### config.mk
export PLATFORM = sky130hd
export DESIGN_NAME = usb_rx_control
export DESIGN_NICKNAME = d
export VERILOG_FILES = /design/src/rtl/usb_rx_control.sv
export SDC_FILE = /design/constraint.sdc
export NUM_CORES = 1
export LEC_CHECK = 0
export ABC_CLOCK_PERIOD_IN_PS = 2600
export CAP_MARGIN = 20
export CORE_AREA = 2 2 57 59
export DETAILED_ROUTE_END_ITERATION = 10
export DIE_AREA = 0 0 59 61
export DONT_BUFFER_PORTS = 1
export RECOVER_POWER = 25
export SLEW_MARGIN = 15
export SYNTH_ARGS = -nofsm -noshare
export SYNTH_HDL_FRONTEND = slang
export SYNTH_SLANG_ARGS = --single-unit
### constraint.sdc
create_clock -name clk -period 2.6 [get_ports clk]
set_input_delay 0.39 -clock clk [delete_from_list [all_inputs] [get_ports clk]]
set_output_delay 0.39 -clock clk [all_outputs]
set_load 0.01 [all_outputs]
### src/rtl/usb_rx_control.sv
// Receive control FSM for the USB full-speed receiver: checks SYNC/PID,
// strobes payload bytes into the RX FIFO and qualifies the EOP.
module usb_rx_control #(
  parameter logic [7:0] SYNC_BYTE = 8'h80,
  parameter int         MAX_BYTES = 64,
  parameter int         CNT_BITS  = 7
) (
  input  logic                clk,
  input  logic                n_rst,
  input  logic                d_edge,
  input  logic                eop,
  input  logic                shift_enable,
  input  logic                byte_received,
  input  logic [7:0]          rcv_data,
  input  logic                fifo_full,
  output logic                rcving,
  output logic                w_enable,
  output logic                r_error,
  output logic [3:0]          pid,
  output logic                packet_done,
  output logic [CNT_BITS-1:0] byte_count
);

  typedef enum logic [3:0] {
    IDLE, SYNC_WAIT, SYNC_CHK, PID_WAIT, PID_CHK,
    DATA_WAIT, STORE, EOP2, DONE, ERR, EOP_IDLE
  } state_t;

  state_t state, state_d;
  logic   byte_received_q;
  logic   byte_rise, se0_bit, pid_ok, store_ok;

  assign byte_rise = byte_received & ~byte_received_q;
  assign se0_bit   = shift_enable & eop;
  assign pid_ok    = (rcv_data[7:4] == ~rcv_data[3:0]);
  assign store_ok  = ~fifo_full && (byte_count != CNT_BITS'(MAX_BYTES));

  // NOTE: state_d gets a default before the case so no path leaves it unassigned (no latch).
  always_comb begin
    state_d = state;
    case (state)
      IDLE:      if (d_edge) state_d = SYNC_WAIT;
      SYNC_WAIT: if (byte_rise) state_d = SYNC_CHK;
                 else if (se0_bit) state_d = ERR;
      SYNC_CHK:  state_d = (rcv_data == SYNC_BYTE) ? PID_WAIT : ERR;
      PID_WAIT:  if (byte_rise) state_d = PID_CHK;
                 else if (se0_bit) state_d = ERR;
      PID_CHK:   state_d = pid_ok ? DATA_WAIT : ERR;
      // A byte completing in the same cycle as SE0 takes priority; EOP is re-checked later.
      DATA_WAIT: if (byte_rise) state_d = STORE;
                 else if (se0_bit) state_d = byte_received ? EOP2 : ERR;
      STORE:     state_d = store_ok ? DATA_WAIT : ERR;
      EOP2:      if (shift_enable) state_d = eop ? DONE : ERR;
      DONE,
      ERR:       state_d = EOP_IDLE;
      EOP_IDLE:  if (d_edge && !eop) state_d = IDLE;
      default:   state_d = IDLE;
    endcase
  end

  // Outputs are registered from the upcoming state so they line up with it.
  // NOTE: all state and output flops use non-blocking assignments to avoid update-order races.
  always_ff @(posedge clk or negedge n_rst) begin
    if (!n_rst) begin
      state           <= IDLE;
      byte_received_q <= 1'b0;
      rcving          <= 1'b0;
      w_enable        <= 1'b0;
      r_error         <= 1'b0;
      pid             <= 4'h0;
      packet_done     <= 1'b0;
      byte_count      <= '0;
    end else begin
      state           <= state_d;
      byte_received_q <= byte_received;
      rcving          <= state_d inside {SYNC_WAIT, SYNC_CHK, PID_WAIT, PID_CHK,
                                         DATA_WAIT, STORE, EOP2};
      w_enable        <= (state == STORE) && (state_d == DATA_WAIT);
      packet_done     <= (state_d == DONE);

      if (state == IDLE && state_d == SYNC_WAIT) r_error <= 1'b0;
      else if (state_d == ERR)                   r_error <= 1'b1;

      if (state == PID_CHK && state_d == DATA_WAIT) begin
        pid        <= rcv_data[3:0];
        byte_count <= '0;
      end else if (state == STORE && state_d == DATA_WAIT) begin
        byte_count <= byte_count + 1'b1;
      end
    end
  end

endmodule
==> results of run 1 <==
[Yosys cell counts (all sizes together) (4+ instances only)]
master | n | area, µm²
dfrtp | 20 | 500
nor2 | 9 | 36.3
o21ai | 8 | 40.0
nand2 | 7 | 26.3
nand3 | 7 | 47.6
inv | 6 | 22.5
a21oi | 5 | 25.0
nor2b | 5 | 31.3
xnor2 | 5 | 43.8
mux2 | 4 | 45.0
[final cells by class]
cell class,instances,area [µm²]
fill,287,1730
multi-input combinational,87,613
sequential,20,500
tap,33,41.3
clock buffer,4,36.3
inverter,6,22.5
timing repair buffer,1,10.0
[registers in the layout, summed over array words and instances, names as in the netlist]
register	flops
byte_count	7
pid	4
state	4
byte_received_q	1
packet_done	1
r_error	1
rcving	1
w_enable	1
[stage by stage]
stage | cells | util [%]
3_5_place_dp | 146 | 39.9
3_3_place_gp | 146 | 39.9
5_1_grt | 151 | 41.4
6_report | 151 | 41.4
2_1_floorplan | 114 | -
4_1_cts | 151 | 41.4
[worst paths after layout]
check	start	endpoint	slack, ps	cells past startpoint
worst max-delay path	byte_count[0]$_DFFE_PN0P_	byte_count[6]$_DFFE_PN0P_	390	7
worst min-delay path	byte_received	byte_received_q$_DFF_PN0_	120	0
worst max register to register	byte_count[0]$_DFFE_PN0P_	byte_count[6]$_DFFE_PN0P_	390	7
worst min register to register	pid[3]$_DFFE_PN0N_	pid[3]$_DFFE_PN0N_	600	1
max in group asynchronous	n_rst	state[0]$_DFF_PN0_	1400	1
min in group asynchronous	n_rst	byte_count[3]$_DFFE_PN0P_	650	1
[critical path: cells and delay by family, from the launching register on]
family	cells	cell delay, ps
flops	1	510
buf+inv	1	80
fa+ha+maj	1	200
compound gates	2	360
simple gates	3	990
[logic make-up after synthesis]
group,after synthesis
adders and majority gates,2
DFF,20
xor gates and xnor gates,6
AOI/OAI and AO/OA,28
and+or+nand+nor,47
buffers and inverters,7
muxes,4
[placed cells by master, fill, tap and decap left out, drive strengths merged, types with 2 or more instances in the layout]
| cell type | count |
|---|---|
| or4 | 2 |
| a21oi | 5 |
| a21o | 2 |
| nand3 | 7 |
| inv | 6 |
| clkbuf | 4 |
| and2 | 3 |
| dfrtp | 20 |
| o221ai | 2 |
| mux2 | 4 |
| nor2 | 9 |
| nand2 | 7 |
| nor2b | 5 |
| o31ai | 3 |
| nor4 | 3 |
| ha | 2 |
| o21ai | 8 |
| and3b | 2 |
| xnor2 | 5 |
| nand4 | 2 |
[power groups by stage]
stage	sequential (µW)	combinational [µW]	clock, µW
2_1_floorplan	419	227	0
3_3_place_gp	449	259	0
3_5_place_dp	450	252	0
4_1_cts	445	265	185
5_1_grt	459	298	199
6_report	447	263	176
[per-layer routing]
layer  up-vias  wire length (µm)  global-route usage, %
met1       411              1110                   18.5
met3         2               134                   6.18
met5         -                 0                      0
met4         0                19                   3.57
li1        430                 -                      -
met2        22              1190                   26.2
[what timing repair did]
action | in CTS | in global routing
setup endpoints to repair | 0 | 0
setup buffers | 0 | 0
hold endpoints to repair | 20 | 0
hold buffers | 1 | 0
==> flow_results.xml, run 1 <==
<?xml version="1.0" encoding="UTF-8"?>
<metrics>
  <group name="layout">
    <metric name="design_area" unit="µm²">1220</metric>
    <metric name="fraction_of_final_layout_cells_with_drive_strength_greater_than_1" unit="%">11.0</metric>
    <metric name="area_growth" unit="%">7.35</metric>
    <metric name="antenna-diode-count" unit="">0</metric>
    <metric name="fin_nets" unit="">136</metric>
  </group>
  <group name="pwr">
    <metric name="power.share.switching" unit="%">35.9</metric>
    <metric name="sequentialPowerShare" unit="%">50.4</metric>
    <metric name="total_power" unit="µW">886</metric>
    <metric name="power-per-cell-area" unit="nW/µm²">724</metric>
    <metric name="combPwrFrac" unit="%">29.7</metric>
    <metric name="static-leakage-power" unit="µW">0.000524</metric>
    <metric name="internal_power" unit="µW">568</metric>
    <metric name="vdd.ir_drop.worst" unit="V">0.000415</metric>
    <metric name="power_frac_clock" unit="%">19.9</metric>
    <metric name="switching_power" unit="µW">318</metric>
  </group>
  <group name="cts">
    <metric name="cts.htree.levels" unit="">1</metric>
    <metric name="cts.clk_slew.worst_paths" unit="ps">110</metric>
    <metric name="clock_tree.buffer_depth" unit="">2</metric>
    <metric name="cts-buffers-inserted" unit="">3</metric>
    <metric name="clock_latency_late_sink" unit="ps">290</metric>
    <metric name="clock_tree_from_tritoncts" unit="">done</metric>
    <metric name="post_cts.resized_instances" unit="">0</metric>
    <metric name="cts-root-buf" unit="">clkbuf_4</metric>
    <metric name="cts_sinks" unit="">20</metric>
  </group>
  <group name="global_routing">
    <metric name="groute.usage.overall" unit="%">15.5</metric>
    <metric name="grt_pass1_wl" unit="µm">4200</metric>
    <metric name="globalRoute.totalOverflow" unit="">0</metric>
    <metric name="grt_start_max_net_pins" unit="">21</metric>
    <metric name="grt_pass1_vias" unit="">884</metric>
    <metric name="initial_antenna_violation_count" unit="">0</metric>
  </group>
  <group name="critical_path">
    <metric name="worst-setup-path-type" unit="">flop to flop</metric>
    <metric name="critPathSlowestCell" unit="">dfrtp_1</metric>
    <metric name="required" unit="ps">2830</metric>
    <metric name="worstSetupStartpointType" unit="">flop</metric>
    <metric name="critical_path_arrival" unit="ps">2430</metric>
    <metric name="critical-path-max-stage-delay" unit="ps">510</metric>
    <metric name="timing.critical_path.cells" unit="">inv_1, ha_1, a41oi_1, nand3_1, and4b_4, or4_1, a21oi_1</metric>
    <metric name="cp_max_fo" unit="">6</metric>
    <metric name="critPathCaptureType" unit="">flop</metric>
  </group>
  <group name="yosys">
    <metric name="post_synth_xor_area_fraction" unit="%">4.61</metric>
    <metric name="net_count_after_synthesis" unit="">131</metric>
    <metric name="post_synth_mux_area_share" unit="%">3.95</metric>
    <metric name="cell_area_synth" unit="µm²">1140</metric>
    <metric name="post_synth_inst_count" unit="">114</metric>
    <metric name="synth_cell_type_count" unit="">40</metric>
    <metric name="synth_enable_flop_cells" unit="">0</metric>
    <metric name="ys_async_sr_fraction" unit="%">100</metric>
    <metric name="ys.flop_type" unit="">dfrtp_1</metric>
    <metric name="synth.ff_latch_count" unit="">20</metric>
    <metric name="synth_compound_area_share" unit="%">17.0</metric>
    <metric name="synth-warning-count" unit="">0</metric>
    <metric name="synth_top_family_by_area" unit="">simple AND/OR/NAND/NOR gates</metric>
    <metric name="syn_avg_cell_area" unit="µm²">10.0</metric>
    <metric name="synth.yosys.seq_area_share" unit="%">43.9</metric>
    <metric name="synth_fa_ha_area_share" unit="%">2.20</metric>
    <metric name="simple_gate_area_share_of_the_yosys_netlist" unit="%">26.0</metric>
  </group>
  <group name="sta">
    <metric name="clock.fmax" unit="GHz">0.453</metric>
    <metric name="rsz0062_at_grt" unit="">false</metric>
    <metric name="min_period" unit="ps">2210</metric>
    <metric name="fin_worst_skew" unit="ps">6.04</metric>
    <metric name="worst_hold_slack" unit="ps">117</metric>
    <metric name="finalMaxSlewViolations" unit="">0</metric>
    <metric name="maxSlewHeadroom" unit="%">40.5</metric>
    <metric name="timing_worst_slew_pin_value" unit="ps">889</metric>
    <metric name="finalHoldViolations" unit="">0</metric>
    <metric name="final_worst_path_setup_slack" unit="ps">393</metric>
    <metric name="final-setup-viol-count" unit="">0</metric>
    <metric name="layout_worst_path_cycle_share" unit="%">84.9</metric>
    <metric name="fin_setup_tns" unit="ps">0</metric>
  </group>
  <group name="place">
    <metric name="port_buffers" unit="">0</metric>
    <metric name="pre_cts_ws" unit="ps">416</metric>
    <metric name="post_dp_cell_area" unit="µm²">1180</metric>
    <metric name="dp_hpwl" unit="µm">1850</metric>
    <metric name="gpl.final_weighted_congestion" unit="">0.840</metric>
  </group>
  <group name="die">
    <metric name="io_pins" unit="">30</metric>
    <metric name="dieHeight" unit="µm">61</metric>
    <metric name="core-area" unit="µm²">2950</metric>
    <metric name="die_area" unit="µm²">3600</metric>
    <metric name="rows" unit="">20</metric>
    <metric name="initial_core_util" unit="%">38.6</metric>
    <metric name="die-width" unit="µm">59</metric>
  </group>
  <group name="routing">
    <metric name="totalWireLength" unit="µm">2450</metric>
    <metric name="drt_iter0_markers" unit="">43</metric>
    <metric name="vias" unit="">865</metric>
    <metric name="detail_route.vias_per_cell" unit="">5.73</metric>
    <metric name="drt_drc_violations_left" unit="">0</metric>
    <metric name="drt_first_pass_iters" unit="">4</metric>
    <metric name="drt.antenna.violating_nets" unit="">0</metric>
    <metric name="detail_route.wl_per_cell" unit="µm">16.2</metric>
  </group>
  <group name="flow_run">
    <metric name="drv.max_cap_violation_count" unit="">0</metric>
  </group>
  <group name="outcome">
    <metric name="outcome" unit="">finished clean</metric>
  </group>
  <group name="hold_path">
    <metric name="hold_path.class" unit="">input pin to flop</metric>
  </group>
</metrics>
Note: power is estimated with default switching activity, not from simulation.
==> run 2: changes to the inputs <==
- ABC_AREA: unset -> 1
- ABC_CLOCK_PERIOD_IN_PS: 2600 -> 2200
- CORE_AREA: 2 2 57 59 -> 2 2 60 62
- DIE_AREA: 0 0 59 61 -> 0 0 62 64
- clock period: 2.6 -> 2.2 ns (I/O delays scaled with it)
==> run 2 against run 1 <==
Final area is 11% higher. Sequential cell count stayed put. Sequential share of layout area is 4.1 points lower. Combinational power is 120% higher. Setup slack better by 150 ps. Via count is 24% higher. Critical path depth is 2 higher. Largest cell class unchanged.
==> flow_results.xml, run 2 <==
<?xml version="1.0" encoding="UTF-8"?>
<metrics>
  <group name="outcome">
    <metric name="outcome" unit="">finished clean</metric>
  </group>
  <group name="layout">
    <metric name="max_flop_register" unit="">byte_count</metric>
    <metric name="fraction_of_final_layout_cells_with_drive_strength_greater_than_1" unit="%">11.3</metric>
    <metric name="largest_register_ff_count" unit="">7</metric>
    <metric name="area_growth" unit="%">8.05</metric>
    <metric name="design_area" unit="µm²">1360</metric>
    <metric name="most-common-layout-cells" unit="">47 x nand2_1, 25 x inv_1, 24 x nor2_1, 20 x dfrtp_1, 11 x nand3_1</metric>
    <metric name="fin_nets" unit="">195</metric>
    <metric name="layout_top_registers" unit="">byte_count x7, pid x4, state x4</metric>
    <metric name="mostFrequentLayoutCell" unit="">nand2_1</metric>
    <metric name="antenna-diode-count" unit="">0</metric>
  </group>
  <group name="routing">
    <metric name="drt_iter0_markers" unit="">132</metric>
    <metric name="detail_route.vias_per_cell" unit="">4.80</metric>
    <metric name="detail_route.wl_per_cell" unit="µm">11.9</metric>
    <metric name="totalWireLength" unit="µm">2650</metric>
    <metric name="drt_first_pass_iters" unit="">4</metric>
    <metric name="drt_drc_violations_left" unit="">0</metric>
    <metric name="drt.antenna.violating_nets" unit="">0</metric>
    <metric name="vias" unit="">1071</metric>
  </group>
  <group name="yosys">
    <metric name="syn_avg_cell_area" unit="µm²">7.23</metric>
    <metric name="net_count_after_synthesis" unit="">191</metric>
    <metric name="netlist_top_cells_count" unit="">47 x nand2_1, 25 x inv_1, 24 x nor2_1</metric>
    <metric name="synth-warning-count" unit="">0</metric>
    <metric name="cell_area_synth" unit="µm²">1260</metric>
    <metric name="synth.yosys.seq_area_share" unit="%">39.8</metric>
    <metric name="ys.flop_type" unit="">dfrtp_1</metric>
    <metric name="synth_cell_type_count" unit="">25</metric>
    <metric name="synthMostInstantiatedCell" unit="">nand2_1</metric>
    <metric name="synth.ff_latch_count" unit="">20</metric>
    <metric name="post_synth_inst_count" unit="">174</metric>
    <metric name="synth_enable_flop_cells" unit="">0</metric>
    <metric name="yosysTopAreaCell" unit="">dfrtp_1</metric>
    <metric name="synth_top_area_share" unit="%">39.8</metric>
    <metric name="ys_top_cells_by_area" unit="">dfrtp_1 40%, nand2_1 14%, inv_1 7.5%, nor2_1 7.2%, nand3_1 4.4%</metric>
    <metric name="ys_async_sr_fraction" unit="%">100</metric>
  </group>
  <group name="critical_path">
    <metric name="worstSetupStartpointType" unit="">flop</metric>
    <metric name="cp_max_fo" unit="">9</metric>
    <metric name="critPathCaptureType" unit="">flop</metric>
    <metric name="critical_path_arrival" unit="ps">1850</metric>
    <metric name="worst-setup-path-type" unit="">flop to flop</metric>
    <metric name="required" unit="ps">2390</metric>
  </group>
  <group name="sta">
    <metric name="finalMaxSlewViolations" unit="">0</metric>
    <metric name="worst_hold_slack" unit="ps">45.4</metric>
    <metric name="final-setup-viol-count" unit="">0</metric>
    <metric name="fin_worst_skew" unit="ps">1.46</metric>
    <metric name="fin_setup_tns" unit="ps">0</metric>
    <metric name="clock.fmax" unit="GHz">0.602</metric>
    <metric name="rsz0062_at_grt" unit="">false</metric>
    <metric name="finalHoldViolations" unit="">0</metric>
    <metric name="layout_worst_path_cycle_share" unit="%">75.5</metric>
    <metric name="min_period" unit="ps">1660</metric>
    <metric name="timing_worst_slew_pin_value" unit="ps">886</metric>
    <metric name="maxSlewHeadroom" unit="%">40.8</metric>
  </group>
  <group name="global_routing">
    <metric name="initial_antenna_violation_count" unit="">0</metric>
    <metric name="grt_pass1_wl" unit="µm">4580</metric>
    <metric name="grt_util_met1" unit="%">21.6</metric>
    <metric name="grt_pass1_vias" unit="">1032</metric>
    <metric name="global_route.peak_usage_layer" unit="">met2</metric>
    <metric name="grtUsageMet2" unit="%">22.8</metric>
    <metric name="met3_usage_grt" unit="%">3.24</metric>
    <metric name="globalRoute.totalOverflow" unit="">0</metric>
    <metric name="grt_start_max_net_pins" unit="">21</metric>
    <metric name="groute.usage.overall" unit="%">15.0</metric>
  </group>
  <group name="cts">
    <metric name="cts_sinks" unit="">20</metric>
    <metric name="clock_latency_late_sink" unit="ps">300</metric>
    <metric name="cts.clk_slew.worst_paths" unit="ps">120</metric>
    <metric name="clock_tree.buffer_depth" unit="">2</metric>
    <metric name="clock_tree_from_tritoncts" unit="">done</metric>
    <metric name="post_cts.resized_instances" unit="">0</metric>
    <metric name="cts-buffers-inserted" unit="">3</metric>
    <metric name="cts-root-buf" unit="">clkbuf_4</metric>
    <metric name="cts.htree.levels" unit="">1</metric>
    <metric name="cts_post_setup_buffers_inserted" unit="">0</metric>
  </group>
  <group name="die">
    <metric name="core-area" unit="µm²">3280</metric>
    <metric name="dieHeight" unit="µm">64</metric>
    <metric name="die-width" unit="µm">62</metric>
    <metric name="rows" unit="">21</metric>
    <metric name="die_area" unit="µm²">3970</metric>
    <metric name="io_pins" unit="">30</metric>
    <metric name="initial_core_util" unit="%">38.3</metric>
  </group>
  <group name="place">
    <metric name="port_buffers" unit="">0</metric>
    <metric name="post_dp_cell_area" unit="µm²">1300</metric>
    <metric name="dp_hpwl" unit="µm">2140</metric>
    <metric name="gpl.final_weighted_congestion" unit="">0.860</metric>
  </group>
  <group name="pwr">
    <metric name="power-per-cell-area" unit="nW/µm²">1110</metric>
    <metric name="static-leakage-power" unit="µW">0.000738</metric>
    <metric name="vdd.ir_drop.worst" unit="V">0.000529</metric>
  </group>
  <group name="flow_run">
    <metric name="drv.max_cap_violation_count" unit="">0</metric>
  </group>
  <group name="hold_path">
    <metric name="hold_path.class" unit="">input pin to flop</metric>
  </group>
</metrics>
==> run 2: cell types whose count changed in the layout (fill, tap and decap cells not counted), moves of 4 or more <==
| cell | delta |
|---|---|
| a21oi_1 | -5 |
| inv_1 | +19 |
| inv_2 | +6 |
| mux2_2 | -4 |
| nand2_1 | +40 |
| nand3_1 | +5 |
| nor2_1 | +16 |
| nor2b_1 | -5 |
| o21ai_0 | -4 |
| o21ai_1 | +4 |
| o22ai_1 | +4 |
==> run 2: power by group <==
| part | switching, µW | total (µW) | internal [µW] |
|---|---|---|---|
| Sequential | 174 | 650 | 476 |
| Combinational | 350 | 566 | 215 |
| Clock | 115 | 299 | 184 |
==> run 2: cell families (layout without fill, tap and decap cells) <==
group / after synthesis / in the layout / synth area share, %
AND/OR/NAND/NOR: 96 / 96 / 35.1
adder cells (fa/ha/maj): 2 / 2 / 1.99
AO/OA/AOI/OAI: 16 / 16 / 7.56
XOR/XNOR: 7 / 7 / 4.87
flip-flops: 20 / 20 / 39.8
buffers and inverters: 33 / 36 / 10.7
==> run 2: critical path, stage by stage (launching register included) <==
cell and delay [ps]:
dfrtp_1 470, inv_1 130, ha_1 150, nand2_1 50, inv_1 50, nand3_1 120, nand3_4 180, o21ai_1 90
nor3_1 240, nand2_1 90
==> run 2: stage by stage <==
stage / std cells / total power, µW / util, % / worst slack [ps]
global route: 223 / 1660 / 41.4 / 340
global placement: 218 / 1210 / 39.5 / 651
finish: 223 / 1510 / 41.4 / 540
detailed placement: 218 / 1220 / 39.5 / 552
floorplan: 174 / 1130 / - / 730
CTS: 223 / 1530 / 41.4 / 526
==> run 2: final cells by class <==
type | count | area, µm²
Tap cell | 46 | 57.6
Clock inverter | 1 | 30.0
Fill cell | 350 | 1920
Multi-Input combinational cell | 121 | 623
Inverter | 31 | 116
Timing Repair Buffer | 1 | 10.0
Clock buffer | 3 | 22.5
Sequential cell | 20 | 500
==> run 2: layer usage <==
layer / up-vias / share of wire, %
met5: - / 0
met4: 0 / 1.1
met3: 6 / 6.8
met2: 30 / 47
met1: 490 / 45
li1: 545 / -
==> run 2: final timing paths <==
| check | from | end | slack [ps] | cells past startpoint |
|---|---|---|---|---|
| max | byte_count[0]$_DFFE_PN0P_ | rcving$_DFF_PN0_ | 540 | 9 |
| max in group asynchronous | n_rst | state[2]$_DFF_PN0_ | 1080 | 1 |
| min in group asynchronous | n_rst | byte_count[3]$_DFFE_PN0P_ | 580 | 1 |
| max reg2reg | byte_count[0]$_DFFE_PN0P_ | rcving$_DFF_PN0_ | 540 | 9 |
| min | byte_received | byte_received_q$_DFF_PN0_ | 50 | 0 |
| min reg2reg | pid[0]$_DFFE_PN0N_ | pid[0]$_DFFE_PN0N_ | 560 | 2 |
==> run 2: what timing repair did <==
item,CTS,global route
setup endpoints to repair,0,0
hold buffers,1,0
hold endpoints to repair,20,0
==> run 3: changes to the inputs <==
- ABC_CLOCK_PERIOD_IN_PS: 2200 -> 1440
- clock period: 2.2 -> 1.44 ns (I/O delays scaled with it)
==> run 3 against run 2 <==
Final cell count increased by 7.6%. The flow now finishes with violations (negative setup slack). Global-route usage up 0.95 points. Sequential share of layout area decreased by 5.4 points. Sequential cell count unchanged. Core utilization grew 7.4 points.
==> flow_results.xml, run 3 (same netlist as run 2, synthesis figures left out) <==
<?xml version="1.0" encoding="UTF-8"?>
<metrics>
  <group name="outcome">
    <metric name="outcome" unit="">finished with violations</metric>
    <metric name="violated_checks" unit="">negative setup slack</metric>
  </group>
  <group name="routing">
    <metric name="totalWireLength" unit="µm">3020</metric>
    <metric name="drt_iter0_markers" unit="">123</metric>
    <metric name="drt_drc_violations_left" unit="">0</metric>
    <metric name="drt.antenna.violating_nets" unit="">0</metric>
    <metric name="vias" unit="">1136</metric>
    <metric name="detail_route.wl_per_cell" unit="µm">12.6</metric>
    <metric name="detail_route.vias_per_cell" unit="">4.73</metric>
    <metric name="drt_first_pass_iters" unit="">4</metric>
  </group>
  <group name="hold_path">
    <metric name="holdPathStages" unit="">2</metric>
    <metric name="hold_path.class" unit="">input pin to flop</metric>
  </group>
  <group name="die">
    <metric name="core-area" unit="µm²">3280</metric>
    <metric name="rows" unit="">21</metric>
    <metric name="initial_core_util" unit="%">38.3</metric>
    <metric name="io_pins" unit="">30</metric>
    <metric name="dieHeight" unit="µm">64</metric>
    <metric name="die_area" unit="µm²">3970</metric>
    <metric name="die-width" unit="µm">62</metric>
  </group>
  <group name="critical_path">
    <metric name="required" unit="ps">1680</metric>
    <metric name="worst-setup-path-type" unit="">flop to flop</metric>
    <metric name="critical_path_arrival" unit="ps">1710</metric>
    <metric name="r2r_cells" unit="">9</metric>
    <metric name="critPathSlowestCell" unit="">dfrtp_1</metric>
    <metric name="critical-path-max-stage-delay" unit="ps">450</metric>
    <metric name="timing.critical_path.cells" unit="">inv_2, nand2_4, nor2_1, nand2_1, nand3_1, nor2_4, nor2_2, nand2_2, a21oi_2</metric>
    <metric name="worstSetupStartpointType" unit="">flop</metric>
    <metric name="critPathCaptureType" unit="">flop</metric>
    <metric name="cp_max_fo" unit="">7</metric>
  </group>
  <group name="sta">
    <metric name="rsz0062_at_grt" unit="">true</metric>
    <metric name="min_period" unit="ps">1470</metric>
    <metric name="fin_worst_skew" unit="ps">1.85</metric>
    <metric name="final-setup-viol-count" unit="">1</metric>
    <metric name="layout_worst_path_cycle_share" unit="%">102</metric>
    <metric name="maxSlewHeadroom" unit="%">40.5</metric>
    <metric name="finalHoldViolations" unit="">0</metric>
    <metric name="final_worst_path_setup_slack" unit="ps">-25.2</metric>
    <metric name="finalMaxSlewViolations" unit="">0</metric>
    <metric name="fin_setup_tns" unit="ps">-25.2</metric>
    <metric name="timing_worst_slew_pin_value" unit="ps">890</metric>
    <metric name="clock.fmax" unit="GHz">0.683</metric>
  </group>
  <group name="global_routing">
    <metric name="initial_antenna_violation_count" unit="">0</metric>
    <metric name="grt_start_max_net_pins" unit="">21</metric>
    <metric name="grt_pass1_wl" unit="µm">4750</metric>
    <metric name="groute.usage.overall" unit="%">15.9</metric>
    <metric name="grt_pass1_vias" unit="">1109</metric>
    <metric name="globalRoute.totalOverflow" unit="">0</metric>
  </group>
  <group name="cts">
    <metric name="clock_tree_from_tritoncts" unit="">done</metric>
    <metric name="cts.clk_slew.worst_paths" unit="ps">110</metric>
    <metric name="cts-buffers-inserted" unit="">3</metric>
    <metric name="cts-root-buf" unit="">clkbuf_4</metric>
    <metric name="clock_tree.buffer_depth" unit="">2</metric>
    <metric name="clock_latency_late_sink" unit="ps">310</metric>
    <metric name="cts_sinks" unit="">20</metric>
    <metric name="cts.htree.levels" unit="">1</metric>
  </group>
  <group name="pwr">
    <metric name="static-leakage-power" unit="µW">0.000820</metric>
    <metric name="vdd.ir_drop.worst" unit="V">0.000733</metric>
    <metric name="power-per-cell-area" unit="nW/µm²">1630</metric>
  </group>
  <group name="layout">
    <metric name="nFillCells" unit="">324</metric>
    <metric name="antenna-diode-count" unit="">0</metric>
    <metric name="mostFrequentLayoutCell" unit="">nand2_1</metric>
    <metric name="max_flop_register" unit="">byte_count</metric>
    <metric name="fraction_of_final_layout_cells_with_drive_strength_greater_than_1" unit="%">32.5</metric>
    <metric name="fin_nets" unit="">212</metric>
    <metric name="most-common-layout-cells" unit="">44 x nand2_1, 22 x inv_1, 19 x nor2_1, 17 x dfrtp_1, 14 x buf_4</metric>
    <metric name="largest_register_ff_count" unit="">7</metric>
    <metric name="design_area" unit="µm²">1600</metric>
    <metric name="area_growth" unit="%">27.4</metric>
    <metric name="final_cell_count_no_fill" unit="">240</metric>
    <metric name="final_util" unit="%">48.8</metric>
    <metric name="layout_top_registers" unit="">byte_count x7, pid x4, state x4</metric>
  </group>
  <group name="place">
    <metric name="dp_hpwl" unit="µm">2160</metric>
    <metric name="port_buffers" unit="">0</metric>
    <metric name="numPlacedInstances" unit="">226</metric>
    <metric name="pre_cts_ws" unit="ps">-2.19</metric>
    <metric name="gpl.final_weighted_congestion" unit="">0.889</metric>
    <metric name="post_dp_cell_area" unit="µm²">1360</metric>
  </group>
  <group name="flow_run">
    <metric name="drv.max_cap_violation_count" unit="">0</metric>
  </group>
</metrics>
run 3: changes by cell type in the layout (fill, tap and decap cells not counted), moves of 3 or more:
cell | before | now
buf_4 | 0 | 14
nand3_1 | 11 | 6
nand3_2 | 1 | 6
nor2_1 | 24 | 19
o22ai_1 | 4 | 0
o22ai_2 | 0 | 4
dfrtp_1 | 20 | 17
dfrtp_2 | 0 | 3
inv_1 | 25 | 22
nand2_1 | 47 | 44
nor2_4 | 0 | 3
run 3: layer usage:
layer | global-route usage (%) | share of wire, % | wire [µm] | vias to the layer above
li1 | - | - | - | 580
met1 | 20.5 | 42 | 1260 | 530
met2 | 25.0 | 52 | 1560 | 22
met3 | 3.64 | 5.2 | 158 | 4
met4 | 6.65 | 1.4 | 42 | 0
met5 | 0 | 0 | 0 | -
run 3: report_power, final:
part	total, µW	internal (µW)	switching (µW)
Sequential	959	734	225
Clock	330	155	175
Combinational	1320	563	761
run 3: path summary, 6_finish.rpt:
check                              startpoint             endpoint  slack (ps)
max                        state[3]$_DFF_PN0_  r_error$_DFFE_PN0P_         -30
min                               rcv_data[0]   pid[0]$_DFFE_PN0N_          20
max reg2reg                state[3]$_DFF_PN0_  r_error$_DFFE_PN0P_         -30
min reg2reg                pid[1]$_DFFE_PN0N_   pid[1]$_DFFE_PN0N_         560
max in group asynchronous               n_rst   state[1]$_DFF_PN0_         370
min in group asynchronous               n_rst   w_enable$_DFF_PN0_         470
run 3: through the flow:
step | hold WS (ps) | power (µW)
floorplan | -79.6 | 1720
global route | 12.0 | 2820
finish | 22.8 | 2610
global placement | -79.1 | 1920
CTS | 15.2 | 2310
detailed placement | -79.2 | 1940
run 3: repair_timing:
| item | in CTS | in global routing |
|---|---|---|
| gates resized for setup | 4 | 32 |
| endpoints found under the setup margin | 3 | 12 |
| endpoints found under the hold margin | 21 | 0 |
| hold buffers | 2 | 0 |
| setup buffers | 0 | 8 |
| gates cloned | 0 | 0 |
| pin swaps | 0 | 9 |
run 3: layout make-up:
| type | instances | area, µm² | share of cell area (%) |
|---|---|---|---|
| tap | 46 | 57.6 | 3.59 |
| sequential | 20 | 504 | 31.4 |
| clock buffer | 4 | 36.3 | 2.26 |
| timing repair buffer | 18 | 140 | 8.74 |
| inverter | 31 | 119 | 7.41 |
| multi-input combinational | 121 | 747 | 46.6 |
run 3: critical path, delay by kind of cell, from the launching register on:
kind                   cells  cell delay, ps
flip-flops                 1             450
AND/OR/NAND/NOR            7             690
buffers and inverters      1             160
AO/OA/AOI/OAI              1             110
